File: src/rtl/iob_gpio_irq.sv
`default_nettype none
// +----------------------------------------------------------------------+
// | iob_gpio_irq: GPIO block with debounced inputs and edge interrupts   |
// | Revision: 1.0                                                        |
// +----------------------------------------------------------------------+
module iob_gpio_irq #(
    parameter int GPIO_W = 32,
    parameter int DATA_W = 32,
    parameter int ADDR_W = 5,
    parameter int DEB_W  = 16
) (
    input  logic                  clk,
    input  logic                  rst,
    input  logic                  iob_valid,
    input  logic [ADDR_W-1:0]     iob_addr,
    input  logic [DATA_W-1:0]     iob_wdata,
    input  logic [DATA_W/8-1:0]   iob_wstrb,
    output logic [DATA_W-1:0]     iob_rdata,
    output logic                  iob_ready,
    input  logic [GPIO_W-1:0]     gpio_input,
    output logic [GPIO_W-1:0]     gpio_output,
    output logic [GPIO_W-1:0]     gpio_output_enable,
    output logic                  irq
);

    localparam int c_STRB_W = DATA_W / 8;

    logic [GPIO_W-1:0] r_out, r_oe, r_irq_en, r_rise_en, r_fall_en, r_pend;
    logic [DEB_W-1:0]  r_deb_div, r_cnt;
    logic [GPIO_W-1:0] r_sync1, r_sync2, r_samp, r_filt, r_filt_d;
    logic              r_ready;
    logic [DATA_W-1:0] r_rdata;

    logic [DATA_W-1:0] w_bmask;
    logic [31:0]       w_word;
    logic              w_wr;
    logic              w_wr_out, w_wr_oe, w_wr_deb, w_wr_ien, w_wr_rise, w_wr_fall, w_wr_pend;
    logic [GPIO_W-1:0] w_gmask, w_gdata;
    logic [DEB_W-1:0]  w_dmask, w_ddata;
    logic [DATA_W-1:0] w_rd_val;
    logic              w_tick;
    logic [GPIO_W-1:0] w_stable, w_rise, w_fall, w_set, w_clr;

    // Expand byte strobes into a bit mask for the merged register writes.
    genvar gi;
    generate
        for (gi = 0; gi < c_STRB_W; gi++) begin : g_bmask
            assign w_bmask[8*gi +: 8] = {8{iob_wstrb[gi]}};
        end
    endgenerate

    assign w_word    = 32'(iob_addr >> 2);
    assign w_wr      = iob_valid & (|iob_wstrb);
    assign w_wr_out  = w_wr & (w_word == 32'd0);
    assign w_wr_oe   = w_wr & (w_word == 32'd1);
    assign w_wr_deb  = w_wr & (w_word == 32'd3);
    assign w_wr_ien  = w_wr & (w_word == 32'd4);
    assign w_wr_rise = w_wr & (w_word == 32'd5);
    assign w_wr_fall = w_wr & (w_word == 32'd6);
    assign w_wr_pend = w_wr & (w_word == 32'd7);

    assign w_gmask = w_bmask[GPIO_W-1:0];
    assign w_gdata = iob_wdata[GPIO_W-1:0];
    assign w_dmask = w_bmask[DEB_W-1:0];
    assign w_ddata = iob_wdata[DEB_W-1:0];

    always_comb begin
        w_rd_val = '0;
        case (w_word)
            32'd0:   w_rd_val[GPIO_W-1:0] = r_out;
            32'd1:   w_rd_val[GPIO_W-1:0] = r_oe;
            32'd2:   w_rd_val[GPIO_W-1:0] = r_filt;
            32'd3:   w_rd_val[DEB_W-1:0]  = r_deb_div;
            32'd4:   w_rd_val[GPIO_W-1:0] = r_irq_en;
            32'd5:   w_rd_val[GPIO_W-1:0] = r_rise_en;
            32'd6:   w_rd_val[GPIO_W-1:0] = r_fall_en;
            32'd7:   w_rd_val[GPIO_W-1:0] = r_pend;
            default: w_rd_val = '0;
        endcase
    end

    always_ff @(posedge clk or negedge rst) begin
        if (!rst) begin
            r_ready <= 1'b0;
            r_rdata <= '0;
        end else begin
            r_ready <= iob_valid;
            r_rdata <= (iob_valid && !w_wr) ? w_rd_val : '0;
        end
    end

    always_ff @(posedge clk or negedge rst) begin
        if (!rst) begin
            r_out     <= '0;
            r_oe      <= '0;
            r_deb_div <= '0;
            r_irq_en  <= '0;
            r_rise_en <= '0;
            r_fall_en <= '0;
        end else begin
            if (w_wr_out)  r_out     <= (r_out     & ~w_gmask) | (w_gdata & w_gmask);
            if (w_wr_oe)   r_oe      <= (r_oe      & ~w_gmask) | (w_gdata & w_gmask);
            if (w_wr_deb)  r_deb_div <= (r_deb_div & ~w_dmask) | (w_ddata & w_dmask);
            if (w_wr_ien)  r_irq_en  <= (r_irq_en  & ~w_gmask) | (w_gdata & w_gmask);
            if (w_wr_rise) r_rise_en <= (r_rise_en & ~w_gmask) | (w_gdata & w_gmask);
            if (w_wr_fall) r_fall_en <= (r_fall_en & ~w_gmask) | (w_gdata & w_gmask);
        end
    end

    // A bit is accepted only when it reads the same on two consecutive ticks.
    assign w_tick   = (r_deb_div != '0) && (r_cnt == r_deb_div);
    assign w_stable = ~(r_sync2 ^ r_samp);

    always_ff @(posedge clk or negedge rst) begin
        if (!rst) begin
            r_sync1  <= '0;
            r_sync2  <= '0;
            r_samp   <= '0;
            r_filt   <= '0;
            r_filt_d <= '0;
            r_cnt    <= '0;
        end else begin
            r_sync1  <= gpio_input;
            r_sync2  <= r_sync1;
            r_filt_d <= r_filt;
            if (w_wr_deb) begin
                r_cnt <= '0;
            end else if (r_deb_div == '0) begin
                r_cnt  <= '0;
                r_filt <= r_sync2;
            end else if (w_tick) begin
                r_cnt  <= '0;
                r_samp <= r_sync2;
                r_filt <= (r_filt & ~w_stable) | (r_sync2 & w_stable);
            end else begin
                r_cnt <= r_cnt + {{(DEB_W-1){1'b0}}, 1'b1};
            end
        end
    end

    assign w_rise = r_filt & ~r_filt_d;
    assign w_fall = ~r_filt & r_filt_d;
    assign w_set  = (w_rise & r_rise_en) | (w_fall & r_fall_en);
    assign w_clr  = w_wr_pend ? (w_gdata & w_gmask) : '0;

    // Clear is applied first so a simultaneous new event wins.
    always_ff @(posedge clk or negedge rst) begin
        if (!rst) begin
            r_pend <= '0;
        end else begin
            r_pend <= (r_pend & ~w_clr) | w_set;
        end
    end

    assign iob_ready          = r_ready;
    assign iob_rdata          = r_rdata;
    assign gpio_output        = r_out;
    assign gpio_output_enable = r_oe;
    assign irq                = |(r_pend & r_irq_en);

endmodule
`default_nettype wire
File: config.mk
export PLATFORM = sky130hd
export DESIGN_NAME = iob_gpio_irq
export DESIGN_NICKNAME = d
export VERILOG_FILES = /design/src/rtl/iob_gpio_irq.sv
export SDC_FILE = /design/constraint.sdc
export NUM_CORES = 1
export LEC_CHECK = 0
export BUFFER_PORTS_ARGS = -buffer_cell sky130_fd_sc_hd__buf_2
export CORE_UTILIZATION = 31
export CTS_BUF_LIST = sky130_fd_sc_hd__clkbuf_2
export CTS_CLUSTER_SIZE = 12
export DETAILED_ROUTE_END_ITERATION = 8
export PLACE_DENSITY = 0.52
export SLEW_MARGIN = 20
export SYNTH_ARGS = -nofsm -noshare
export SYNTH_HDL_FRONTEND = slang
export SYNTH_SLANG_ARGS = --single-unit
File: constraint.sdc
create_clock -name clk -period 3 [get_ports clk]
set_clock_uncertainty 0.2 [all_clocks]
set_input_delay 0.15 -clock clk [delete_from_list [all_inputs] [get_ports clk]]
set_output_delay 0.15 -clock clk [all_outputs]
set_load 0.02 [all_outputs]
==> impl_metrics.env, run 1 <==
export IMPL_status="complete, but fails checks"
export IMPL_violations="setup timing"
export IMPL_clkPwrFrac=0.283
export IMPL_yosysTopAreaCell="dfrtp_1"
export IMPL_setup_viol=1
export IMPL_ant_nets=0
export IMPL_vias_per_cell=5.18
export IMPL_clk_pin_slew_ns=0.11
export IMPL_fin_ws_ns=-0.181
export IMPL_period_share=1.06
export IMPL_synth_compound_gate_area_share=0.133
export IMPL_cp_max_fo=2
export IMPL_cts_max_level=3
export IMPL_leakage_nw=10.3
export IMPL_final_nets=1849
export IMPL_p_sw_w=0.00453
export IMPL_grt_max_degree=78
export IMPL_crit_family="simple AND/OR/NAND/NOR gates"
export IMPL_worstPathArrival_ns=2.83
export IMPL_clock_latency_ns=1.10
export IMPL_rsz0062_at_grt="true"
export IMPL_antenna_found_initial=5
export IMPL_synthAdderAreaFrac=0.000730
export IMPL_synth_simple_gate_area_frac=0.0743
export IMPL_hp_class="flip-flop to flip-flop"
export IMPL_syn_nets=1358
export IMPL_synth_top_family_by_area="multiplexers"
export IMPL_hpwlAfterDp_microns=36600
export IMPL_critPathBufInv=1
export IMPL_first_iter_violations=896
export IMPL_num_vias=13200
export IMPL_tightest_slew_ns=0.635
export IMPL_drive_gt1_frac=0.352
export IMPL_power_frac_comb=0.183
export IMPL_power_frac_seq=0.535
export IMPL_synth_main_ff_cell="dfrtp_1"
export IMPL_cp_end_kind="output port"
export IMPL_synthesis_instances=1281
export IMPL_fin_crit_ns=3.18
export IMPL_synthMuxAreaShare=0.152
export IMPL_clockBufferDepth=3
export IMPL_globalRouteOverflowTotal=0
export IMPL_synth_edf_count=0
export IMPL_numClockSinks=417
export IMPL_start_kind="flip-flop"
export IMPL_setup_tns_ns=-0.181
export IMPL_ys_seq_area_frac=0.609
export IMPL_totalWireLength_microns=55000
export IMPL_cts_root_buf="clkbuf_2"
export IMPL_syn_area_sq_mm=0.0171
export IMPL_grt_util_all_layers=0.200
export IMPL_drv_slew=0
export IMPL_synth_async_reset_ratio=1.00
export IMPL_dr_pass1_iters=5
export IMPL_criticalPathCategory="flip-flop to output port"
export IMPL_avgSynthCellArea_sq_um=13.4
export IMPL_dieWidth_microns=237
export IMPL_p_sw_frac=0.321
export IMPL_syn_to_final_growth_pct=30.3
export IMPL_row_count=85
export IMPL_core_area_sq_mm=0.0542
export IMPL_numCtsBuffers=108
export IMPL_place_congestion=0.852
export IMPL_grt_pass1_vias=14000
export IMPL_p_int_w=0.00960
export IMPL_ir_worst_vdd_uv=210
export IMPL_synth_top_area_share=0.609
export IMPL_synth_xor_area_frac=0.0153
export IMPL_tritoncts="yes"
export IMPL_slew_headroom=0.575
export IMPL_synth_distinct_cells=46
export IMPL_dieArea_sq_mm=0.0562
export IMPL_synth_seq_cells=417
export IMPL_critPathSlowestCell="or4_4"
export IMPL_fmax_ghz=0.314
export IMPL_max_stage_delay_ns=0.56
export IMPL_crit_chain="a22o_4 -> a221oi_2 -> nand3_1 -> or4_4 -> buf_6"
export IMPL_power_total_w=0.0141
export IMPL_yosysWarnings=0
export IMPL_grt_pass1_wl_microns=84600
export IMPL_max_cap_viol_count=0
export IMPL_avgRoutedWirePerCell_microns=21.6
export IMPL_power_density_mw_per_mm2=633
export IMPL_synth_area_leaders="dfrtp_1 61%, mux2_2 12%, a22oi_1 4.2%"
export IMPL_start_util=0.316
export IMPL_crit_required_ns=2.65
export IMPL_io_pins=174
export IMPL_die_h_microns=237
export IMPL_post_route_util=0.412
export IMPL_hold_viol_final=0
export IMPL_drc=0
export IMPL_io_buffers=171
final cells by class:
type | instances | area (sq um)
inverter | 4 | 15.0
tap | 696 | 871
clock buffer | 157 | 786
multi-input combinational | 804 | 6510
antenna | 3 | 7.51
fill | 5259 | 31900
sequential | 417 | 10400
clock inverter | 28 | 194
timing repair buffer | 437 | 3510
worst register-to-register path: cells and delay by family (launching register included):
| kind | cells | cell delay (ns) |
|---|---|---|
| AOI/OAI and AO/OA | 2 | 0.70 |
| xor gates and xnor gates | 1 | 0.18 |
| DFF | 1 | 0.45 |
| and+or+nand+nor | 2 | 0.54 |
| buffers and inverters | 1 | 0.34 |
per-layer routing:
layer | routed length (microns) | share of wire | GRT usage | up-vias
li1 | - | - | - | 5874
met3 | 3820 | 0.069 | 0.0514 | 99
met1 | 23600 | 0.43 | 0.255 | 6752
met5 | 0 | 0 | 0 | -
met2 | 25700 | 0.47 | 0.319 | 458
met4 | 1830 | 0.033 | 0.0915 | 0
power by group through the flow:
stage / Combinational [W] / Sequential [W] / Clock, W
after global routing: 0.00282 / 0.00768 / 0.00451
after floorplan: 0.00124 / 0.00752 / 0
after CTS: 0.00259 / 0.00755 / 0.00420
after global placement: 0.00224 / 0.00760 / 0
final: 0.00258 / 0.00755 / 0.00400
after detailed placement: 0.00229 / 0.00765 / 0
synth_stat cells (2+ instances only):
cell      count
xnor2_1       9
nand3b_1     33
a21oi_1       2
clkbuf_1     38
nand4_1       3
o221a_2      28
inv_1         4
nand2b_1      6
or3_1         2
a21o_1       32
xor2_1       21
a22oi_1      95
and3_1        4
mux2i_1      10
mux4_2        3
nand3_1      12
o211ai_1     32
nor2b_1       4
mux2_2      187
or4_1         2
nand2_1     124
a22o_1        8
nor2_1       49
nor4_2        2
buf_4         3
dfrtp_1     417
nor3_1        3
o21ai_0      10
o32a_1       32
a221oi_1      8
mux2_1       30
or2_2         4
o221a_1       4
nor4_1        8
a41oi_1      11
buf_2        15
a31oi_1      17
metrics by stage:
stage          worst slack (ns)  hold slack [ns]  cell area (sq um)  std cells
6_report                 -0.181            0.131              22300       2546
5_1_grt                  -0.330           0.0792              22300       2546
4_1_cts                  -0.310          0.00531              22300       2542
3_5_place_dp              0.504          0.00579              19300       2158
3_3_place_gp              0.517          0.00298              19300       2158
2_1_floorplan             0.742           -0.346              17100       1281
placed cells by master (no fill, tap or decap), types with 3 or more instances in the layout:
cell type and instances:
o32a_1 32, a22o_1 6, buf_4 60, o221a_2 28
nor4_1 8, a22oi_1 94, a41oi_1 11, mux2i_1 10
nand2b_1 6, diode_2 3, a21o_1 32, clkinv_2 8
nand2_1 124, xor2_1 21, or2_2 4, mux2_1 30
nand3b_1 33, nand3_1 11, a221oi_1 6, buf_2 169
o21ai_0 10, dfrtp_1 416, mux2_2 187, nor2b_1 3
nor2_1 48, dlygate4sd3_1 194, clkbuf_2 157, o221a_1 4
xnor2_1 9, clkinv_1 16, and3_1 4, o211ai_1 32
bufinv_16 3, a31oi_1 17, mux4_2 3, buf_12 11
inv_1 4, nand4_1 3
logic make-up after synthesis:
family / Yosys count
AO/OA/AOI/OAI: 280
flip-flops: 417
adder cells (fa/ha/maj): 1
XOR/XNOR: 30
multiplexers: 230
buffers and inverters: 60
AND/OR/NAND/NOR: 263
final timing paths:
check,endpoint,slack [ns],cells past startpoint,startpoint
max in group asynchronous,r_filt_d[29],1.20,6,rst
max,irq,-0.18,5,flip-flop
min reg2reg,r_sync2[20],0.13,0,r_sync1[20]
min,r_sync2[20],0.13,0,r_sync1[20]
min in group asynchronous,async pin,0.55,5,rst
max reg2reg,flip-flop,0.41,6,r_cnt[0]
what timing repair did:
item / CTS / global route
buffers inserted: 4 / 1
gates resized for setup: 10 / 2
hold endpoints to repair: 770 / 0
endpoints found under the setup margin: 1 / 1
hold buffers: 195 / 0
pin swaps: 3 / 4
Power figures use the tool's default switching activity.
==> inputs of run 2 (changes only) <==
--- a/config.mk
+++ b/config.mk
@@ -11,6 +11,7 @@
 export CTS_CLUSTER_SIZE = 12
 export DETAILED_ROUTE_END_ITERATION = 8
 export PLACE_DENSITY = 0.52
+export RECOVER_POWER = 100
 export SLEW_MARGIN = 20
 export SYNTH_ARGS = -nofsm -noshare
 export SYNTH_HDL_FRONTEND = slang
==> impl_metrics.env, run 2 (synthesis gave the netlist of run 1 again) <==
export IMPL_slew_headroom=0.270
export IMPL_period_share=1.11
export IMPL_syn_to_final_growth_pct=28.2
export IMPL_fin_ws_ns=-0.336
export IMPL_max_cap_viol_count=0
export IMPL_row_count=85
export IMPL_drv_slew=0
export IMPL_numClockSinks=417
export IMPL_reg2reg_from="r_cnt[0]"
export IMPL_start_util=0.316
export IMPL_num_vias=13200
export IMPL_clockBufferDepth=3
export IMPL_final_common_cell="dfrtp_1"
export IMPL_totalWireLength_microns=55000
export IMPL_power_density_mw_per_mm2=639
export IMPL_cts_root_buf="clkbuf_2"
export IMPL_startpoint="iob_addr[4]"
export IMPL_die_h_microns=237
export IMPL_numCtsBuffers=108
export IMPL_avgRoutedWirePerCell_microns=21.6
export IMPL_clk_pin_slew_ns=0.10
export IMPL_globalRouteOverflowTotal=0
export IMPL_ant_nets=0
export IMPL_io_buffers=171
export IMPL_power_total_w=0.0140
export IMPL_grt_pass1_wl_microns=84600
export IMPL_place_congestion=0.852
export IMPL_setup_viol=34
export IMPL_placed_cells=2158
export IMPL_cp_max_fo=25
export IMPL_io_pins=174
export IMPL_tritoncts="yes"
export IMPL_worstPathArrival_ns=4.04
export IMPL_grt_pass1_vias=14000
export IMPL_core_area_sq_mm=0.0542
export IMPL_leakage_nw=9.83
export IMPL_final_nets=1849
export IMPL_start_kind="input pin"
export IMPL_clock_latency_ns=1.09
export IMPL_grt_util_all_layers=0.200
export IMPL_worstHoldStart="r_sync1[20]"
export IMPL_drive_gt1_frac=0.289
export IMPL_cp_end_kind="flip-flop"
export IMPL_mostFrequentLayoutCells="416 x dfrtp_1, 194 x dlygate4sd3_1, 187 x mux2_2, 170 x clkbuf_2, 124 x nand2_1"
export IMPL_antenna_found_initial=4
export IMPL_status="complete, but fails checks"
export IMPL_ir_worst_vdd_uv=210
export IMPL_criticalPathCategory="input pin to flip-flop"
export IMPL_crit_required_ns=3.70
export IMPL_violations="setup timing"
export IMPL_vias_per_cell=5.17
export IMPL_hold_viol_final=0
export IMPL_fmax_ghz=0.300
export IMPL_instances_no_fill=2546
export IMPL_dr_pass1_iters=5
export IMPL_first_iter_violations=924
export IMPL_dieArea_sq_mm=0.0562
export IMPL_dieWidth_microns=237
export IMPL_hpwlAfterDp_microns=36600
export IMPL_drc=0
export IMPL_cts_max_level=3
export IMPL_rsz0062_at_grt="true"
export IMPL_tightest_slew_ns=1.10
export IMPL_fin_crit_ns=3.34
export IMPL_grt_max_degree=78
export IMPL_hp_class="flip-flop to flip-flop"
[run 2: changes by cell type in the layout (fill, tap and decap cells not counted), moves of 9 or more]
cell / delta
buf_12: -9
clkbuf_1: +116
clkbuf_2: +13
buf_2: -101
clkbuf_4: +9
buf_4: -27
[run 2: routing by layer]
layer | GRT usage | vias to the layer above | wire length, microns
met3 | 0.0514 | 110 | 3650
met4 | 0.0915 | 0 | 1890
met1 | 0.255 | 6715 | 23700
met2 | 0.319 | 464 | 25700
met5 | 0 | - | 0
li1 | - | 5885 | -
[run 2: final cells by class]
cell class | count | area (sq um)
Multi-Input combinational cell | 804 | 6500
Timing Repair Buffer | 437 | 3160
Clock buffer | 157 | 786
Tap cell | 696 | 871
Antenna cell | 3 | 7.51
Fill cell | 5360 | 32300
Sequential cell | 417 | 10400
Inverter | 4 | 15.0
Clock inverter | 28 | 194
[run 2: what timing repair did]
item	CTS	global route
resized for setup	10	2
endpoints found under the hold margin	770	0
setup endpoints to repair	1	1
hold buffers	195	0
pin swaps	3	4
buffers inserted	4	1
[run 2: worst paths after layout]
kind,end,depth (start not counted),slack (ns)
max in group asynchronous,async pin,6,0.20
worst min register to register,r_sync2[20],0,0.13
worst max register to register,flip-flop,6,0.03
min in group asynchronous,async pin,5,0.90
worst max-delay path,iob_rdata[12],9,-0.34
worst min-delay path,r_sync2[20],0,0.13
[run 2: critical path: stages]
cell           delay, ns
dlygate4sd3_1       0.53
dlygate4sd3_1       0.55
clkbuf_1            0.37
dlygate4sd3_1       0.72
clkbuf_1            0.58
nor2b_2             0.10
clkbuf_4            0.39
a221oi_1            0.40
a31oi_1             0.25
[run 2: report_power, final]
part | total (W) | leakage, nW | switching [W] | internal, W
combinational | 0.00249 | 3.83 | 0.00123 | 0.00126
sequential | 0.00756 | 5.24 | 0.000957 | 0.00660
clock | 0.00399 | 0.755 | 0.00235 | 0.00165
[run 2: metrics by stage]
| step | setup slack (ns) | utilization | setup TNS (ns) | cell area [sq um] | hold WS (ns) |
|---|---|---|---|---|---|
| global placement | 0.517 | 0.355 | 0 | 19300 | 0.00298 |
| finish | -0.336 | 0.405 | -4.73 | 22000 | 0.135 |
| detailed placement | 0.504 | 0.355 | 0 | 19300 | 0.00579 |
| floorplan | 0.742 | - | 0 | 17100 | -0.346 |
| global route | -0.330 | 0.405 | -13.81 | 22000 | 0.0792 |
| CTS | -0.310 | 0.411 | -0.310 | 22300 | 0.00531 |
